--- src/rtl/trace_stream_receiver_if.sv ---
// AXI-Stream beat channel carrying {pc, instr} trace beats into the receiver.
// Handshake: a beat transfers on a rising clk edge where tvalid & tready are both high.
interface trace_stream_receiver_if #(
    parameter int DATA_W = 96
) ();
    logic              tvalid;
    logic              tready;
    logic [DATA_W-1:0] tdata;
    logic              tlast;

    modport master (output tvalid, output tdata, output tlast, input tready);
    modport slave  (input tvalid, input tdata, input tlast, output tready);
endinterface

--- src/rtl/trace_stream_receiver.sv ---
// Trace stream sink/checker: buffers {pc, instr} beats in a FWFT FIFO and tracks burst spacing, WFI and counts.
// Optional TRACE_RX_STALL_COUNT_EN enables the saturating stall_count statistic.
module trace_stream_receiver #(
    parameter int XLEN           = 64,
    parameter int AXI_DATA_WIDTH = XLEN + 32,
    parameter int FIFO_DEPTH     = 16,
    parameter int CNT_WIDTH      = 32
) (
    input  logic                 clk,
    input  logic                 rst,
    trace_stream_receiver_if.slave S_AXIS,
    input  logic [31:0]          tlast_interval,
    input  logic                 clear_stats,
    output logic                 out_valid,
    input  logic                 out_ready,
    output logic [XLEN-1:0]      out_pc,
    output logic [31:0]          out_instr,
    output logic                 out_last,
    output logic [CNT_WIDTH-1:0] beat_count,
    output logic [CNT_WIDTH-1:0] burst_count,
    output logic                 interval_error,
    output logic                 post_wfi_beat,
    output logic                 wfi_seen,
    output logic [CNT_WIDTH-1:0] stall_count,
    output logic [1:0]           dbg_state
);
    localparam int AW      = $clog2(FIFO_DEPTH);
    localparam int ENTRY_W = AXI_DATA_WIDTH + 1;

    typedef enum logic [1:0] {
        ST_IDLE     = 2'd0,
        ST_IN_BURST = 2'd1,
        ST_DONE     = 2'd2
    } state_t;

    function automatic logic [CNT_WIDTH-1:0] sat_inc(input logic [CNT_WIDTH-1:0] v);
        return (v == '1) ? v : v + CNT_WIDTH'(1);
    endfunction

    logic [ENTRY_W-1:0] mem_q [FIFO_DEPTH];
    logic [AW-1:0]      wr_ptr_q, wr_ptr_d, rd_ptr_q, rd_ptr_d;
    logic [AW:0]        count_q, count_d;
    logic               full, empty, accept, pop;
    logic [ENTRY_W-1:0] head;

    assign full          = (count_q == (AW+1)'(FIFO_DEPTH));
    assign empty         = (count_q == '0);
    assign S_AXIS.tready = ~full;
    assign accept        = S_AXIS.tvalid & ~full;
    assign pop           = ~empty & out_ready;

    always_comb begin
        wr_ptr_d = accept ? wr_ptr_q + AW'(1) : wr_ptr_q;
        rd_ptr_d = pop ? rd_ptr_q + AW'(1) : rd_ptr_q;
        count_d  = count_q;
        case ({accept, pop})
            2'b10:   count_d = count_q + (AW+1)'(1);
            2'b01:   count_d = count_q - (AW+1)'(1);
            default: count_d = count_q;
        endcase
    end

    always_ff @(posedge clk) begin
        if (rst) begin
            wr_ptr_q <= '0;
            rd_ptr_q <= '0;
            count_q  <= '0;
        end else begin
            wr_ptr_q <= wr_ptr_d;
            rd_ptr_q <= rd_ptr_d;
            count_q  <= count_d;
        end
    end

    always_ff @(posedge clk) begin
        if (accept) mem_q[wr_ptr_q] <= {S_AXIS.tlast, S_AXIS.tdata};
    end

    // Storage is not reset, so the head is masked to zero whenever the FIFO is empty.
    assign head      = empty ? '0 : mem_q[rd_ptr_q];
    assign out_valid = ~empty;
    assign out_last  = head[AXI_DATA_WIDTH];
    assign out_pc    = head[AXI_DATA_WIDTH-1:32];
    assign out_instr = head[31:0];

    state_t               state_q, state_d;
    logic [31:0]          beat_idx_q, beat_idx_d;
    logic [CNT_WIDTH-1:0] beat_cnt_q, beat_cnt_d, burst_cnt_q, burst_cnt_d;
    logic                 ierr_q, ierr_d, pwfi_q, pwfi_d;
    logic                 is_wfi;
    logic [32:0]          idx_plus1;

    assign is_wfi    = (S_AXIS.tdata[31:0] == 32'h0000_0001);
    assign idx_plus1 = {1'b0, beat_idx_q} + 33'd1;

    always_comb begin
        state_d     = state_q;
        beat_idx_d  = beat_idx_q;
        beat_cnt_d  = beat_cnt_q;
        burst_cnt_d = burst_cnt_q;
        ierr_d      = ierr_q;
        pwfi_d      = pwfi_q;
        if (clear_stats) begin
            state_d     = ST_IDLE;
            beat_idx_d  = '0;
            beat_cnt_d  = '0;
            burst_cnt_d = '0;
            ierr_d      = 1'b0;
            pwfi_d      = 1'b0;
        end else if (accept) begin
            beat_cnt_d = sat_inc(beat_cnt_q);
            if (S_AXIS.tlast) burst_cnt_d = sat_inc(burst_cnt_q);
            if (state_q == ST_DONE) pwfi_d = 1'b1;
            beat_idx_d = S_AXIS.tlast ? '0 :
                         ((beat_idx_q == '1) ? beat_idx_q : beat_idx_q + 32'd1);
            // A WFI beat may close its burst early, so it is exempt from the spacing check.
            if (tlast_interval != '0 && state_q != ST_DONE && !is_wfi &&
                (( S_AXIS.tlast && idx_plus1 != {1'b0, tlast_interval}) ||
                 (!S_AXIS.tlast && idx_plus1 == {1'b0, tlast_interval})))
                ierr_d = 1'b1;
            if (is_wfi) begin
                state_d = ST_DONE;
            end else begin
                case (state_q)
                    ST_IDLE, ST_IN_BURST: state_d = S_AXIS.tlast ? ST_IDLE : ST_IN_BURST;
                    default:              state_d = ST_DONE;
                endcase
            end
        end
    end

    always_ff @(posedge clk) begin
        if (rst) begin
            state_q     <= ST_IDLE;
            beat_idx_q  <= '0;
            beat_cnt_q  <= '0;
            burst_cnt_q <= '0;
            ierr_q      <= 1'b0;
            pwfi_q      <= 1'b0;
        end else begin
            state_q     <= state_d;
            beat_idx_q  <= beat_idx_d;
            beat_cnt_q  <= beat_cnt_d;
            burst_cnt_q <= burst_cnt_d;
            ierr_q      <= ierr_d;
            pwfi_q      <= pwfi_d;
        end
    end

    assign beat_count     = beat_cnt_q;
    assign burst_count    = burst_cnt_q;
    assign interval_error = ierr_q;
    assign post_wfi_beat  = pwfi_q;
    assign wfi_seen       = (state_q == ST_DONE);
    assign dbg_state      = state_q;

`ifdef TRACE_RX_STALL_COUNT_EN
    logic [CNT_WIDTH-1:0] stall_q, stall_d;

    always_comb begin
        stall_d = stall_q;
        if (clear_stats)                stall_d = '0;
        else if (S_AXIS.tvalid && full) stall_d = sat_inc(stall_q);
    end

    always_ff @(posedge clk) begin
        if (rst) stall_q <= '0;
        else     stall_q <= stall_d;
    end

    assign stall_count = stall_q;
`else
    assign stall_count = '0;
`endif
endmodule

--- src/flat_wrapper.sv ---
// flat-port wrapper written by rule: the top's interface ports become plain ports
module trace_stream_receiver_flat 
#(
    parameter int XLEN           = 64,
    parameter int AXI_DATA_WIDTH = XLEN + 32,
    parameter int FIFO_DEPTH     = 16,
    parameter int CNT_WIDTH      = 32
)
  (clk, rst, tlast_interval, clear_stats, out_valid, out_ready, out_pc, out_instr, out_last, beat_count, burst_count, interval_error, post_wfi_beat, wfi_seen, stall_count, dbg_state, S_AXIS_tvalid, S_AXIS_tdata, S_AXIS_tlast, S_AXIS_tready);
  trace_stream_receiver_if #(.DATA_W(96)) S_AXIS_i ();
  input  logic clk;
  input  logic rst;
  input  logic [31:0] tlast_interval;
  input  logic clear_stats;
  output logic out_valid;
  input  logic out_ready;
  output logic [XLEN-1:0] out_pc;
  output logic [31:0] out_instr;
  output logic out_last;
  output logic [CNT_WIDTH-1:0] beat_count;
  output logic [CNT_WIDTH-1:0] burst_count;
  output logic interval_error;
  output logic post_wfi_beat;
  output logic wfi_seen;
  output logic [CNT_WIDTH-1:0] stall_count;
  output logic [1:0] dbg_state;
  input wire logic [$bits(S_AXIS_i.tvalid)-1:0] S_AXIS_tvalid;
  input wire logic [$bits(S_AXIS_i.tdata)-1:0] S_AXIS_tdata;
  input wire logic [$bits(S_AXIS_i.tlast)-1:0] S_AXIS_tlast;
  output wire logic [$bits(S_AXIS_i.tready)-1:0] S_AXIS_tready;
  assign S_AXIS_i.tvalid = S_AXIS_tvalid;
  assign S_AXIS_i.tdata = S_AXIS_tdata;
  assign S_AXIS_i.tlast = S_AXIS_tlast;
  assign S_AXIS_tready = S_AXIS_i.tready;
  trace_stream_receiver #(.XLEN(XLEN), .AXI_DATA_WIDTH(AXI_DATA_WIDTH), .FIFO_DEPTH(FIFO_DEPTH), .CNT_WIDTH(CNT_WIDTH)) u_core (.clk(clk), .rst(rst), .S_AXIS(S_AXIS_i), .tlast_interval(tlast_interval), .clear_stats(clear_stats), .out_valid(out_valid), .out_ready(out_ready), .out_pc(out_pc), .out_instr(out_instr), .out_last(out_last), .beat_count(beat_count), .burst_count(burst_count), .interval_error(interval_error), .post_wfi_beat(post_wfi_beat), .wfi_seen(wfi_seen), .stall_count(stall_count), .dbg_state(dbg_state));
endmodule
--- config.mk ---
export PLATFORM = sky130hd
export DESIGN_NAME = trace_stream_receiver_flat
export DESIGN_NICKNAME = d
export VERILOG_FILES = /design/src/rtl/trace_stream_receiver_if.sv /design/src/rtl/trace_stream_receiver.sv /design/src/flat_wrapper.sv
export SDC_FILE = /design/constraint.sdc
export NUM_CORES = 1
export LEC_CHECK = 0
export BUFFER_PORTS_ARGS = -buffer_cell sky130_fd_sc_hd__buf_2
export CORE_MARGIN = 4
export CORE_UTILIZATION = 25
export DETAILED_ROUTE_END_ITERATION = 16
export GPL_ROUTABILITY_DRIVEN = 0
export SETUP_SLACK_MARGIN = 0.15
export SLEW_MARGIN = 20
export SYNTH_ARGS = -nofsm -noshare
export SYNTH_HDL_FRONTEND = slang
export SYNTH_SLANG_ARGS = --single-unit
--- constraint.sdc ---
create_clock -name clk -period 21.9 [get_ports clk]
set_input_delay 1.095 -clock clk [delete_from_list [all_inputs] [get_ports clk]]
set_output_delay 1.095 -clock clk [all_outputs]
set_load 0.03 [all_outputs]
==> flow_summary.toml <==
[run_status]
status = "complete, no violations"

[drt]
wl_per_cell_microns = 23.5
firstDrtPassIters = 8
vias_per_cell = 4.52
vias = 32399
drtIter0Drc = 2969
final_antenna_net_count = 0
wirelength_microns = 169000
drc = 0

[timing]
hold_viol = 0
finClkSkew_ns = 0.0489
tns_ns = 0
setup_viol = 0
slew_viol_final = 0
layout_setup_ws_ns = 15.17
max_slew_margin_pct = 27.6
period_share_pct = 30.7
max_freq_mhz = 149
rsz0062_at_grt = "false"
whs_ns = 0.480
fin_crit_ns = 6.73
worstMarginPinSlew_ns = 1.09

[run]
drv_cap = 0

[grt]
grt_max_degree = 101
grt_pass1_wl_microns = 244000
grt_overflow = 0
grt_use_total_pct = 12.2
grt_pass1_vias = 33939
antenna_found_initial = 45

[die]
start_util_pct = 25.2
core_area_sq_um = 260000
rows = 187
die_area_sq_um = 271000
fp.dieW_microns = 520
fp.dieH_microns = 520
ioPinCount = 334

[setup_path]
crit_path_frequent_cell = "buf_4"
worstSetupPathType = "reg2out"
r2r-start = "u_core.count_q[0]"
cp.arrival_ns = 5.63
cpMaxStageDelayCell = "dfxtp_4"
crit_chain = "buf_4 > buf_4 > buf_4 > mux4_2 > mux4_2 > and2_1 > buf_2"
rrSetupSlack_ns = 17.71
reg2regPathDepth = 13
crit_required_ns = 20.81
cp-end-kind = "output pin"
critPathMaxFanout = 47
r2r_end = "u_core.count_q[4]"
path_buf_inv = 4
start_kind = "register"
worst_path_dominant_cell_family = "buffers and inverters"
crit_path_max_incr_delay_ns = 0.90

[synthesis]
async_reset_ff_share_pct = 0
ys_types = 65
synth-seq-area-share_pct = 74.5
syn_area_sq_um = 65700
ys_warn_count = 0
synth_seq_cells = 1669
yosysTopAreaCell = "edfxtp_1"
synth_edf_count = 1552
synthCells = 3128
synth_area_leaders = "edfxtp_1 71%, mux4_2 17%, dfxtp_1 3.6%, and2_1 1.0%, xor2_1 0.96%"
avgSynthCellArea_sq_um = 21.0
synth_top_area_share_pct = 71.0
yosys_most_used_dff = "edfxtp_1"

[clocking]
tritoncts = "yes"
numCtsBuffers = 175
cts_buffer_depth = 3
cts_setup_buffers = 0
cts-root-buf = "clkbuf_16"
clkTransAtPathRegs_ns = 0.07
clock-sinks = 1669
insertion_delay_ns = 0.82
cts_hold_buf = 0
cts_max_level = 4
cts_resized = 0

[hold_path]
hold_path.startpoint = "u_core.post_wfi_beat"
hold_class = "reg2reg"
min_path_cells = 2
holdPathEnd = "u_core.post_wfi_beat"

[cells_and_area]
drive_above_1_share_pct = 31.3
layout_commonest_cell = "edfxtp_1"
design_area_sq_um = 77200
area_growth_pct = 17.5
num-nets-final = 3662
final_cell_mix = "1552 x edfxtp_1, 485 x mux4_2, 301 x buf_2, 176 x clkbuf_16, 114 x nor2_1"

[pwr]
power.density_nw_per_um2 = 109
power.total_uw = 8380
ir_worst_vdd_uv = 90.7
leakagePower_uw = 0.0237

[place]
placed_area_sq_um = 71400
io_buffers = 301
place_hpwl_microns = 94300
dp_slack_ns = 15.75
## worst register-to-register path, delay by kind of cell (launching register included)
family	cells	cell delay [ns]
and+or+nand+nor	2	1.19
buffers and inverters	4	1.01
adders and majority gates	2	0.77
AOI/OAI and AO/OA	4	0.69
DFF	1	0.34
xor gates and xnor gates	1	0.14
## flip-flops by register name, summed over array words and instances (netlist names), named ones only
name and cells:
u_core.interval_error 1, u_core.wr_ptr_q 4, u_core.count_q 5, u_core.rd_ptr_q 4
u_core.post_wfi_beat 1, u_core.dbg_state 2, u_core.beat_idx_q 32, u_core.mem_q 1552
u_core.burst_count 32, u_core.beat_count 32
## layer usage
layer,vias up,global-route usage (%),routed length (microns)
li1,13670,-,-
met4,16,3.34,3900
met3,278,4.04,14600
met5,-,0,100
met2,1132,19.6,79700
met1,17303,15.9,70600
## synthesized netlist by cell type, drive strengths merged (2+ instances only)
library cell  count
nand3b            9
o2111ai           3
or3              17
and4             10
or4               3
xnor2            44
and2            107
dfxtp           117
o21ai            34
nor3             24
a311oi            3
nor4             32
a21oi            60
nand4            34
edfxtp         1552
mux2i             3
mux4            485
inv              12
clkbuf           93
nand2            60
buf              99
o41ai             2
xor2             72
nor2b             4
nand2b            4
and3             17
nor3b             2
nor2            126
or2               2
a31oi             2
ha               12
nand3            46
a22oi             5
nand4b            6
a21o             10
o22ai             2
nor4b             3
## cell families (layout without fill, tap and decap cells)
| group | after synthesis | count (layout) | synth area share, % |
|---|---|---|---|
| AOI/OAI and AO/OA | 128 | 128 | 1.18 |
| xor gates and xnor gates | 116 | 116 | 1.55 |
| adders and majority gates | 13 | 13 | 0.259 |
| buffers and inverters | 204 | 706 | 1.49 |
| DFF | 1669 | 1669 | 74.5 |
| muxes | 488 | 488 | 16.7 |
| other | 1 | 49 | 0.00571 |
| and+or+nand+nor | 509 | 509 | 4.29 |
## metrics by stage
stage / utilization, % / instances
finish: 29.6 / 7174
global route: 29.6 / 7161
CTS: 29.6 / 7155
detailed placement: 27.4 / 6832
global placement: 27.4 / 6831
floorplan: - / 3159
## layout make-up
| class | count | area, sq um |
|---|---|---|
| fillers | 25262 | 183000 |
| flip-flops and latches | 1669 | 49000 |
| multi-input cells | 1286 | 16000 |
| clock buffers | 214 | 4590 |
| well taps | 3496 | 4370 |
| repair buffers | 371 | 2080 |
| clock inverters | 109 | 1090 |
| inverters | 12 | 45.0 |
| diodes | 17 | 42.5 |
## worst max-delay path by stage
stage / start / end / slack [ns] / cells after the start
after CTS: register / out_pc[59] / 14.86 / 7
after detailed placement: register / out_pc[61] / 15.75 / 7
after global routing: register / out_pc[49] / 14.57 / 7
after global placement: register / out_instr[10] / 15.78 / 7
after floorplan: S_AXIS_tvalid / u_core.mem_q[0][0] / 12.75 / 4
final: register / out_pc[61] / 15.17 / 7
## where the power goes
group          leakage [uW]  switching, uW  internal [uW]  total [uW]
Sequential           0.0150           47.0           3550        3600
Clock               0.00273           1270           1650        2910
Combinational       0.00595           1110            755        1860
Total                0.0237           2420           5960        8380
No activity file was read; power rests on OpenSTA's default activity.
